===== src/rtl/mdu_ctrl.sv =====
// Sequencer for the EXE-stage multiply/divide unit: multiplier latency count,
// divider AXI-stream handshakes, HI/LO write port, and flush/drain handling.
module mdu_ctrl #(
  parameter int unsigned MUL_STAGES = 1
) (
  input  logic        clk,
  input  logic        reset,
  input  logic        req_valid,
  input  logic [2:0]  req_op,
  input  logic [31:0] req_src1,
  input  logic [31:0] req_src2,
  input  logic        flush,
  output logic        busy_stall,
  output logic        done,
  output logic [31:0] op_a,
  output logic [31:0] op_b,
  output logic        mul_signed,
  input  logic [63:0] mul_prod,
  output logic        divs_tvalid,
  input  logic        divs_tready,
  input  logic        divs_dout_valid,
  input  logic [63:0] divs_dout,
  output logic        divu_tvalid,
  input  logic        divu_tready,
  input  logic        divu_dout_valid,
  input  logic [63:0] divu_dout,
  output logic [1:0]  hl_we,
  output logic [31:0] hi_wdata,
  output logic [31:0] lo_wdata
);

  localparam int unsigned CNT_W = 3;

  localparam logic [2:0] S_IDLE     = 3'd0;
  localparam logic [2:0] S_MUL_WAIT = 3'd1;
  localparam logic [2:0] S_DIV_SEND = 3'd2;
  localparam logic [2:0] S_DIV_WAIT = 3'd3;
  localparam logic [2:0] S_DRAIN    = 3'd4;

  localparam logic [2:0] OP_MULT  = 3'b001;
  localparam logic [2:0] OP_MULTU = 3'b010;
  localparam logic [2:0] OP_DIV   = 3'b011;
  localparam logic [2:0] OP_DIVU  = 3'b100;
  localparam logic [2:0] OP_MTHI  = 3'b101;
  localparam logic [2:0] OP_MTLO  = 3'b110;

  logic [2:0]       state_q, state_d;
  logic [CNT_W-1:0] cnt_q, cnt_d;
  logic [31:0]      src1_q, src2_q;
  logic             signed_q, divu_q;
  logic             latch_en;

  logic        is_mul, is_div, is_mt, accept;
  logic        sel_tready, sel_dv;
  logic [63:0] sel_dout;

  logic        busy_c, done_c;
  logic [1:0]  hl_we_c;
  logic [31:0] hi_c, lo_c;

  assign is_mul = (req_op == OP_MULT) || (req_op == OP_MULTU);
  assign is_div = (req_op == OP_DIV) || (req_op == OP_DIVU);
  assign is_mt  = (req_op == OP_MTHI) || (req_op == OP_MTLO);
  assign accept = req_valid && !flush && (is_mul || is_div || is_mt);

  // Everything divider-side follows the divider chosen at acceptance
  assign sel_tready = divu_q ? divu_tready     : divs_tready;
  assign sel_dv     = divu_q ? divu_dout_valid : divs_dout_valid;
  assign sel_dout   = divu_q ? divu_dout       : divs_dout;

  always_ff @(posedge clk) begin
    if (reset) begin
      state_q  <= S_IDLE;
      cnt_q    <= '0;
      src1_q   <= '0;
      src2_q   <= '0;
      signed_q <= 1'b0;
      divu_q   <= 1'b0;
    end else begin
      state_q <= state_d;
      cnt_q   <= cnt_d;
      if (latch_en) begin
        src1_q   <= req_src1;
        src2_q   <= req_src2;
        signed_q <= (req_op == OP_MULT);
        divu_q   <= (req_op == OP_DIVU);
      end
    end
  end

  always_comb begin
    state_d  = state_q;
    cnt_d    = cnt_q;
    latch_en = 1'b0;
    busy_c   = 1'b0;
    done_c   = 1'b0;
    hl_we_c  = 2'b00;
    hi_c     = '0;
    lo_c     = '0;

    case (state_q)
      S_IDLE: begin
        if (accept) begin
          if (is_mul) begin
            busy_c   = 1'b1;
            latch_en = 1'b1;
            cnt_d    = CNT_W'(MUL_STAGES - 1);
            state_d  = S_MUL_WAIT;
          end else if (is_div) begin
            busy_c   = 1'b1;
            latch_en = 1'b1;
            state_d  = S_DIV_SEND;
          end else begin
            done_c = 1'b1;
            if (req_op == OP_MTHI) begin
              hl_we_c = 2'b10;
              hi_c    = req_src1;
            end else begin
              hl_we_c = 2'b01;
              lo_c    = req_src1;
            end
          end
        end
      end

      S_MUL_WAIT: begin
        busy_c = (cnt_q != '0);
        if (flush) begin
          state_d = S_IDLE;
        end else if (cnt_q == '0) begin
          done_c  = 1'b1;
          hl_we_c = 2'b11;
          hi_c    = mul_prod[63:32];
          lo_c    = mul_prod[31:0];
          state_d = S_IDLE;
        end else begin
          cnt_d = cnt_q - CNT_W'(1);
        end
      end

      S_DIV_SEND: begin
        busy_c = 1'b1;
        if (sel_tready) begin
          state_d = flush ? S_DRAIN : S_DIV_WAIT;
        end else if (flush) begin
          state_d = S_IDLE;
        end
      end

      S_DIV_WAIT: begin
        busy_c = !sel_dv;
        // A result landing on the flush cycle is already drained, so skip DRAIN
        if (sel_dv) begin
          state_d = S_IDLE;
          if (!flush) begin
            done_c  = 1'b1;
            hl_we_c = 2'b11;
            hi_c    = sel_dout[31:0];
            lo_c    = sel_dout[63:32];
          end
        end else if (flush) begin
          state_d = S_DRAIN;
        end
      end

      S_DRAIN: begin
        busy_c = req_valid;
        if (sel_dv) begin
          state_d = S_IDLE;
        end
      end

      default: begin
        state_d = S_IDLE;
      end
    endcase
  end

  // Outputs are forced quiet while reset is held
  assign busy_stall  = !reset && busy_c;
  assign done        = !reset && done_c;
  assign hl_we       = reset ? 2'b00 : hl_we_c;
  assign hi_wdata    = reset ? 32'd0 : hi_c;
  assign lo_wdata    = reset ? 32'd0 : lo_c;
  assign op_a        = reset ? 32'd0 : ((state_q == S_IDLE) ? req_src1 : src1_q);
  assign op_b        = reset ? 32'd0 : ((state_q == S_IDLE) ? req_src2 : src2_q);
  assign mul_signed  = !reset && ((state_q == S_IDLE) ? (req_op == OP_MULT) : signed_q);
  assign divs_tvalid = !reset && (state_q == S_DIV_SEND) && !divu_q;
  assign divu_tvalid = !reset && (state_q == S_DIV_SEND) && divu_q;

endmodule

===== config.mk =====
export PLATFORM = sky130hd
export DESIGN_NAME = mdu_ctrl
export DESIGN_NICKNAME = d
export VERILOG_FILES = /design/src/rtl/mdu_ctrl.sv
export SDC_FILE = /design/constraint.sdc
export NUM_CORES = 1
export LEC_CHECK = 0
export ABC_AREA = 1
export CAP_MARGIN = 20
export CORE_AREA = 2 2 158 160
export CTS_CLUSTER_SIZE = 28
export DETAILED_ROUTE_END_ITERATION = 10
export DIE_AREA = 0 0 160 162
export PLACE_DENSITY = 0.68
export SYNTH_ARGS = -nofsm -noshare
export SYNTH_HDL_FRONTEND = slang
export SYNTH_SLANG_ARGS = --single-unit

===== constraint.sdc =====
create_clock -name clk -period 1.9 [get_ports clk]
set_input_delay 0.19 -clock clk [delete_from_list [all_inputs] [get_ports clk]]
set_output_delay 0.19 -clock clk [all_outputs]
set_load 0.005 [all_outputs]

==> impl_metrics.py, run 1 <==
metrics = {
    "status": {
        "outcome": "finished with violations",
        "violations": "setup timing",
    },
    "timing": {
        "max_freq_mhz": 444,
        "tightest_slew_ns": 0.459,
        "hold_violations": 0,
        "period_needed_ns": 2.25,
        "slew_viol_final": 0,
        "fin_ws_ns": -0.353,
        "skew_ns": 0.00704,
        "fin_setup_tns_ns": -26.64,
        "min_period_over_period_pct": 119,
        "setup_viol": 120,
        "max-slew-margin-rel_pct": 69.1,
        "rsz0062_at_grt": "yes",
    },
    "floorplanning": {
        "initial_core_util_pct": 25.7,
        "num_rows": 57,
        "fp.coreArea_um2": 24100,
        "die_y_um": 162,
        "dieArea_um2": 25900,
        "pin_count": 402,
        "die_x_um": 160,
    },
    "clock_network": {
        "cts_hold_buf": 0,
        "clk_latency_ns": 0.33,
        "numCtsBuffers": 9,
        "htreeDepth": 3,
        "clk_path_buf_depth": 2,
        "clock_sinks": 72,
        "cts-root-buf": "clkbuf_16",
        "path_clk_slew_ns": 0.06,
        "cts_tree": "built",
    },
    "worst_hold_path": {
        "hp-class": "in -> reg",
    },
    "synthesis": {
        "syn_inst": 1119,
        "ys_seq_elements": 72,
        "postSynthAreaPerCell_um2": 5.54,
        "synth_nets": 1388,
        "synth_cell_types": 34,
        "ys.warnings.count": 0,
        "seq_area_frac_synth_pct": 23.3,
        "netlist_area_um2": 6200,
    },
    "power": {
        "power_density_nw_per_um2": 629,
        "p_comb_share_pct": 55.3,
        "switching_share_pct": 34.4,
        "seqPwrFrac_pct": 20.7,
        "intPower_uw": 5420,
        "ir_drop_uv": 477,
        "p_switching_uw": 2840,
        "p_leak_uw": 0.00635,
        "p_clk_share_pct": 24.0,
    },
    "finish": {
        "layout.nets": 1891,
        "area_growth_pct": 112,
        "final_common_cell": "clkdlybuf4s50_1",
        "layout_common_cells": "clkdlybuf4s50_1, nand2_1, nor2_1, buf_2, buf_4",
        "final_layout_size_suffix_gt1_share_pct": 30.7,
    },
    "route": {
        "drc_errors": 0,
        "first_pass_iters": 5,
        "vias": 9563,
        "wl_um": 36500,
        "final_antenna_net_count": 0,
        "viasPerCell": 4.88,
        "wire_per_inst_um": 18.7,
        "drt_iter0_drc": 677,
    },
    "worst_setup_path": {
        "startpoint_type": "register",
        "cp_data_required_time_ns": 1.71,
        "crit_arrival_ns": 2.06,
        "path_max_fanout": 4,
        "path_class": "reg -> out",
        "end_kind": "primary output",
    },
    "global_routing": {
        "antenna_found_initial": 7,
        "overflow": 0,
        "grt_pass1_wl_um": 53500,
        "grt_max_degree": 71,
        "first_global_vias": 9222,
        "grt_usage_pct": 26.3,
    },
    "run": {
        "maxCapViolations": 0,
    },
    "placed_design": {
        "port-buffer-count": 401,
        "dp_slack_ns": -0.473,
        "hpwl_um": 25000,
        "gp_congestion": 0.935,
    },
}
==> layer usage <==
metal | vias up | wire length, µm | global-route usage (%)
met5 | - | 0 | 0
met4 | 0 | 1580 | 11.5
met3 | 79 | 2730 | 5.23
met2 | 430 | 17200 | 43.6
met1 | 4445 | 15000 | 33.3
li1 | 4609 | - | -
==> area by class of cell <==
| class | count | area, µm² |
|---|---|---|
| clock inverter | 5 | 104 |
| clock buffer | 11 | 243 |
| inverter | 86 | 333 |
| timing repair buffer | 578 | 5900 |
| antenna | 7 | 17.5 |
| tap | 324 | 405 |
| multi-input combinational | 875 | 4690 |
| fill | 2355 | 11000 |
| sequential | 72 | 1460 |
==> power by group through the flow <==
stage               Clock [µW]  Sequential [µW]  Combinational, µW
finish                    1980             1710               4570
global route              2090             1720               4900
detailed placement           0             1730               3360
floorplan                    0             1710               1430
global placement             0             1720               3350
CTS                       2020             1700               4200
==> through the flow <==
stage	total power, µW	util, %	cells	instance area (µm²)	hold slack, ns
global placement	5070	46.3	1849	11200	0.492
floorplan	3140	-	1119	6200	0.325
finish	8270	54.5	1958	13100	0.354
CTS	7920	52.1	1930	12600	0.336
detailed placement	5090	46.3	1849	11200	0.498
global route	8710	54.5	1958	13100	0.369
==> state kept, by name (all words and copies together) (netlist names) <==
signal and cells:
src1_q 32, signed_q 1, src2_q 32, state_q 3, cnt_q 3, divu_q 1
==> cell usage after synthesis, drive strengths merged <==
| cell | count | area [µm²] |
|---|---|---|
| o21ai | 118 | 591 |
| dfxtp | 72 | 1440 |
| nand2 | 320 | 1210 |
| xnor2 | 1 | 8.76 |
| nor2 | 220 | 856 |
| mux2i | 24 | 240 |
| clkinv | 1 | 3.75 |
| buf | 56 | 330 |
| a22oi | 1 | 7.51 |
| o211ai | 19 | 148 |
| or2 | 4 | 25.0 |
| clkbuf | 30 | 113 |
| a21oi | 109 | 546 |
| o22ai | 2 | 12.5 |
| ha | 2 | 25.0 |
| nor3 | 3 | 20.0 |
| a211oi | 1 | 12.5 |
| a31oi | 7 | 43.8 |
| nand4 | 3 | 18.8 |
| inv | 85 | 319 |
| o31ai | 1 | 7.51 |
| a41oi | 1 | 16.3 |
| nand3 | 39 | 200 |
==> worst max-delay path, cell delays in order (launching register included) <==
cell and delay [ns]:
dfxtp_4 0.36, buf_6 0.12, nor2_4 0.12, nand2_4 0.09, inv_8 0.09, nand2_4 0.06
nor2_4 0.17, buf_6 0.13, buf_6 0.10, buf_6 0.09, buf_6 0.09, nand2_2 0.03
nand2_1 0.05, o21ai_1 0.05, inv_1 0.06, buf_2 0.11
==> final timing paths <==
kind                                 start           to  slack (ns)  depth (start not counted)
worst max-delay path            state_q[1]  lo_wdata[9]       -0.35                         15
worst min-delay path                 reset     cnt_q[1]        0.35                          3
worst max register to register  state_q[1]     cnt_q[0]        0.05                         13
worst min register to register   src2_q[2]    src2_q[2]        0.52                          2
==> logic make-up after synthesis <==
logic type,share of synthesized area (%)
flops,23.3
buf+inv,12.4
fa+ha+maj,0.404
mux,3.88
simple gates,37.6
compound gates,22.3
xor+xnor,0.141
==> timing repair <==
action | 4_1_cts | 5_1_grt
gates resized for setup | 581 | 176
buffers inserted | 52 | 23
setup endpoints to repair | 201 | 193
pin swaps | 42 | 84
cloned | 15 | 4
hold endpoints to repair | 0 | 0
Note: power is estimated with default switching activity, not from simulation.
==> inputs of run 2 (changes only) <==
--- a/config.mk
+++ b/config.mk
@@ -7,11 +7,13 @@
 export LEC_CHECK = 0
 export ABC_AREA = 1
 export CAP_MARGIN = 20
-export CORE_AREA = 2 2 158 160
+export CELL_PAD_IN_SITES_DETAIL_PLACEMENT = 1
+export CELL_PAD_IN_SITES_GLOBAL_PLACEMENT = 2
+export CORE_MARGIN = 2
+export CORE_UTILIZATION = 17
 export CTS_CLUSTER_SIZE = 28
 export DETAILED_ROUTE_END_ITERATION = 10
-export DIE_AREA = 0 0 160 162
-export PLACE_DENSITY = 0.68
+export PLACE_DENSITY = 0.92
 export SYNTH_ARGS = -nofsm -noshare
 export SYNTH_HDL_FRONTEND = slang
 export SYNTH_SLANG_ARGS = --single-unit
==> impl_metrics.py, run 2 (synthesis gave the netlist of run 1 again) <==
metrics = {
    "status": {
        "outcome": "finished with violations",
        "violations": "setup timing",
    },
    "timing": {
        "period_needed_ns": 2.25,
        "slew_viol_final": 0,
        "max_freq_mhz": 444,
        "min_period_over_period_pct": 119,
        "max-slew-margin-rel_pct": 64.2,
        "hold_violations": 0,
        "whs_ns": 0.267,
        "setup_viol": 124,
        "fin_ws_ns": -0.355,
        "tightest_slew_ns": 0.535,
        "skew_ns": 0.00731,
        "fin_setup_tns_ns": -22.11,
        "rsz0062_at_grt": "yes",
    },
    "route": {
        "first_pass_iters": 5,
        "drt_iter0_drc": 352,
        "final_antenna_net_count": 0,
        "drc_errors": 0,
        "vias": 10000,
        "wire_per_inst_um": 21.7,
        "wl_um": 46600,
        "viasPerCell": 4.68,
    },
    "power": {
        "ir_drop_uv": 433,
        "p_clk_share_pct": 20.4,
        "switching_share_pct": 37.9,
        "intPower_uw": 5780,
        "p_comb_share_pct": 60.9,
        "seqPwrFrac_pct": 18.7,
        "p_leak_uw": 0.00675,
        "p_switching_uw": 3520,
        "power_density_nw_per_um2": 662,
    },
    "global_routing": {
        "overflow": 0,
        "grt_pass1_wl_um": 64400,
        "antenna_found_initial": 2,
        "grt_max_degree": 55,
        "first_global_vias": 10500,
        "grt_usage_pct": 22.4,
    },
    "worst_setup_path": {
        "crit_arrival_ns": 2.06,
        "ff2ff_setup_slack_ns": 0.10,
        "end_kind": "primary output",
        "ff2ff_path_depth": 11,
        "crit_start": "state_q[0]",
        "path_class": "reg -> out",
        "startpoint_type": "register",
        "reg2reg_from": "state_q[1]",
        "cp_data_required_time_ns": 1.71,
        "path_max_fanout": 5,
        "worstSetupEndpoint": "lo_wdata[8]",
        "r2r_end": "src2_q[14]",
    },
    "clock_network": {
        "htreeDepth": 3,
        "clk_latency_ns": 0.34,
        "cts-root-buf": "clkbuf_16",
        "cts_tree": "built",
        "clock_sinks": 72,
        "clk_path_buf_depth": 2,
        "path_clk_slew_ns": 0.06,
        "numCtsBuffers": 9,
    },
    "placed_design": {
        "port-buffer-count": 401,
        "dp_cells": 1995,
        "gp_congestion": 0.836,
        "hpwl_um": 28700,
    },
    "worst_hold_path": {
        "hp-class": "in -> reg",
    },
    "floorplanning": {
        "initial_core_util_pct": 17.3,
        "die_y_um": 195,
        "fp.coreArea_um2": 35700,
        "pin_count": 402,
        "die_x_um": 195,
        "dieArea_um2": 38000,
        "num_rows": 69,
    },
    "finish": {
        "post_layout_nonfiller_instances": 2146,
        "layout.nets": 1947,
        "final_layout_size_suffix_gt1_share_pct": 38.1,
        "area_growth_pct": 127,
        "final_common_cell": "clkdlybuf4s50_1",
        "largestRegisters": "src1_q (32), src2_q (32)",
        "layout_common_cells": "clkdlybuf4s50_1, nand2_1, nor2_1, buf_2, buf_4",
    },
    "run": {
        "maxCapViolations": 0,
    },
}
[run 2: cell types whose count changed in the layout (fill, tap and decap cells not counted), sizes merged]
cell,before,now
buf,271,355
clkdlybuf4s50,286,262
clkdlybuf4s15,6,0
clkbuf,18,23
diode,7,2
dlymetal6s2s,4,2
bufbuf,1,0
bufinv,3,2
clkinv,3,4
clkinvlp,0,1
inv,85,84
[run 2: final cells by class]
type                            count  area (µm²)
Inverter                           86         334
Clock inverter                      5        81.3
Antenna cell                        2        5.00
Sequential cell                    72        1460
Multi-Input combinational cell    875        5000
Timing Repair Buffer              634        6380
Clock buffer                       11         233
Tap cell                          461         577
Fill cell                        4331       21700
[run 2: stage by stage]
stage / util (%) / power (µW) / area (µm²) / setup slack [ns]
3_3_place_gp: 31.7 / 5160 / 11300 / -0.544
4_1_cts: 37.0 / 8530 / 13200 / -0.397
3_5_place_dp: 31.7 / 5210 / 11300 / -0.520
6_report: 39.4 / 9300 / 14100 / -0.355
5_1_grt: 39.4 / 9770 / 14100 / -0.491
2_1_floorplan: - / 3140 / 6200 / 0.402
[run 2: critical path, cell delays in order, from the launching register on]
cell and delay, ns:
dfxtp_4 0.39, inv_4 0.05, nor2_4 0.11, nand2_2 0.09, nor3_4 0.16, buf_6 0.16, buf_6 0.11, buf_12 0.13
buf_6 0.12, nand2_2 0.04, o211ai_1 0.09, nand2_1 0.08, inv_1 0.06, buf_2 0.10
[run 2: how the worst min path moves through the flow]
stage,startpoint,to,slack (ns),cells past startpoint
2_1_floorplan,req_src1[1],src1_q[1],0.32,2
3_3_place_gp,src2_q[26],src2_q[26],0.49,2
3_5_place_dp,src2_q[0],src2_q[0],0.50,2
4_1_cts,reset,src1_q[3],0.27,4
5_1_grt,reset,src1_q[3],0.29,4
6_report,reset,src1_q[5],0.27,4
[run 2: power groups by stage]
stage / Clock (µW) / Sequential [µW] / Combinational [µW]
floorplan: 0 / 1710 / 1430
global placement: 0 / 1720 / 3430
detailed placement: 0 / 1730 / 3480
CTS: 1940 / 1710 / 4880
global route: 2000 / 1750 / 6010
finish: 1900 / 1740 / 5670
[run 2: per-layer routing]
metal / routed length, µm / track usage (%) / vias up
li1: - / - / 4726
met1: 18800 / 26.3 / 4862
met3: 2750 / 4.48 / 83
met2: 23400 / 40.0 / 367
met4: 1670 / 8.79 / 0
met5: 0 / 0 / -
[run 2: repair_timing]
item | CTS | global route
buffers inserted | 90 | 34
endpoints found under the setup margin | 140 | 202
resized for setup | 744 | 276
hold buffers | 0 | 0
cloned | 21 | 9
pin swaps | 70 | 85
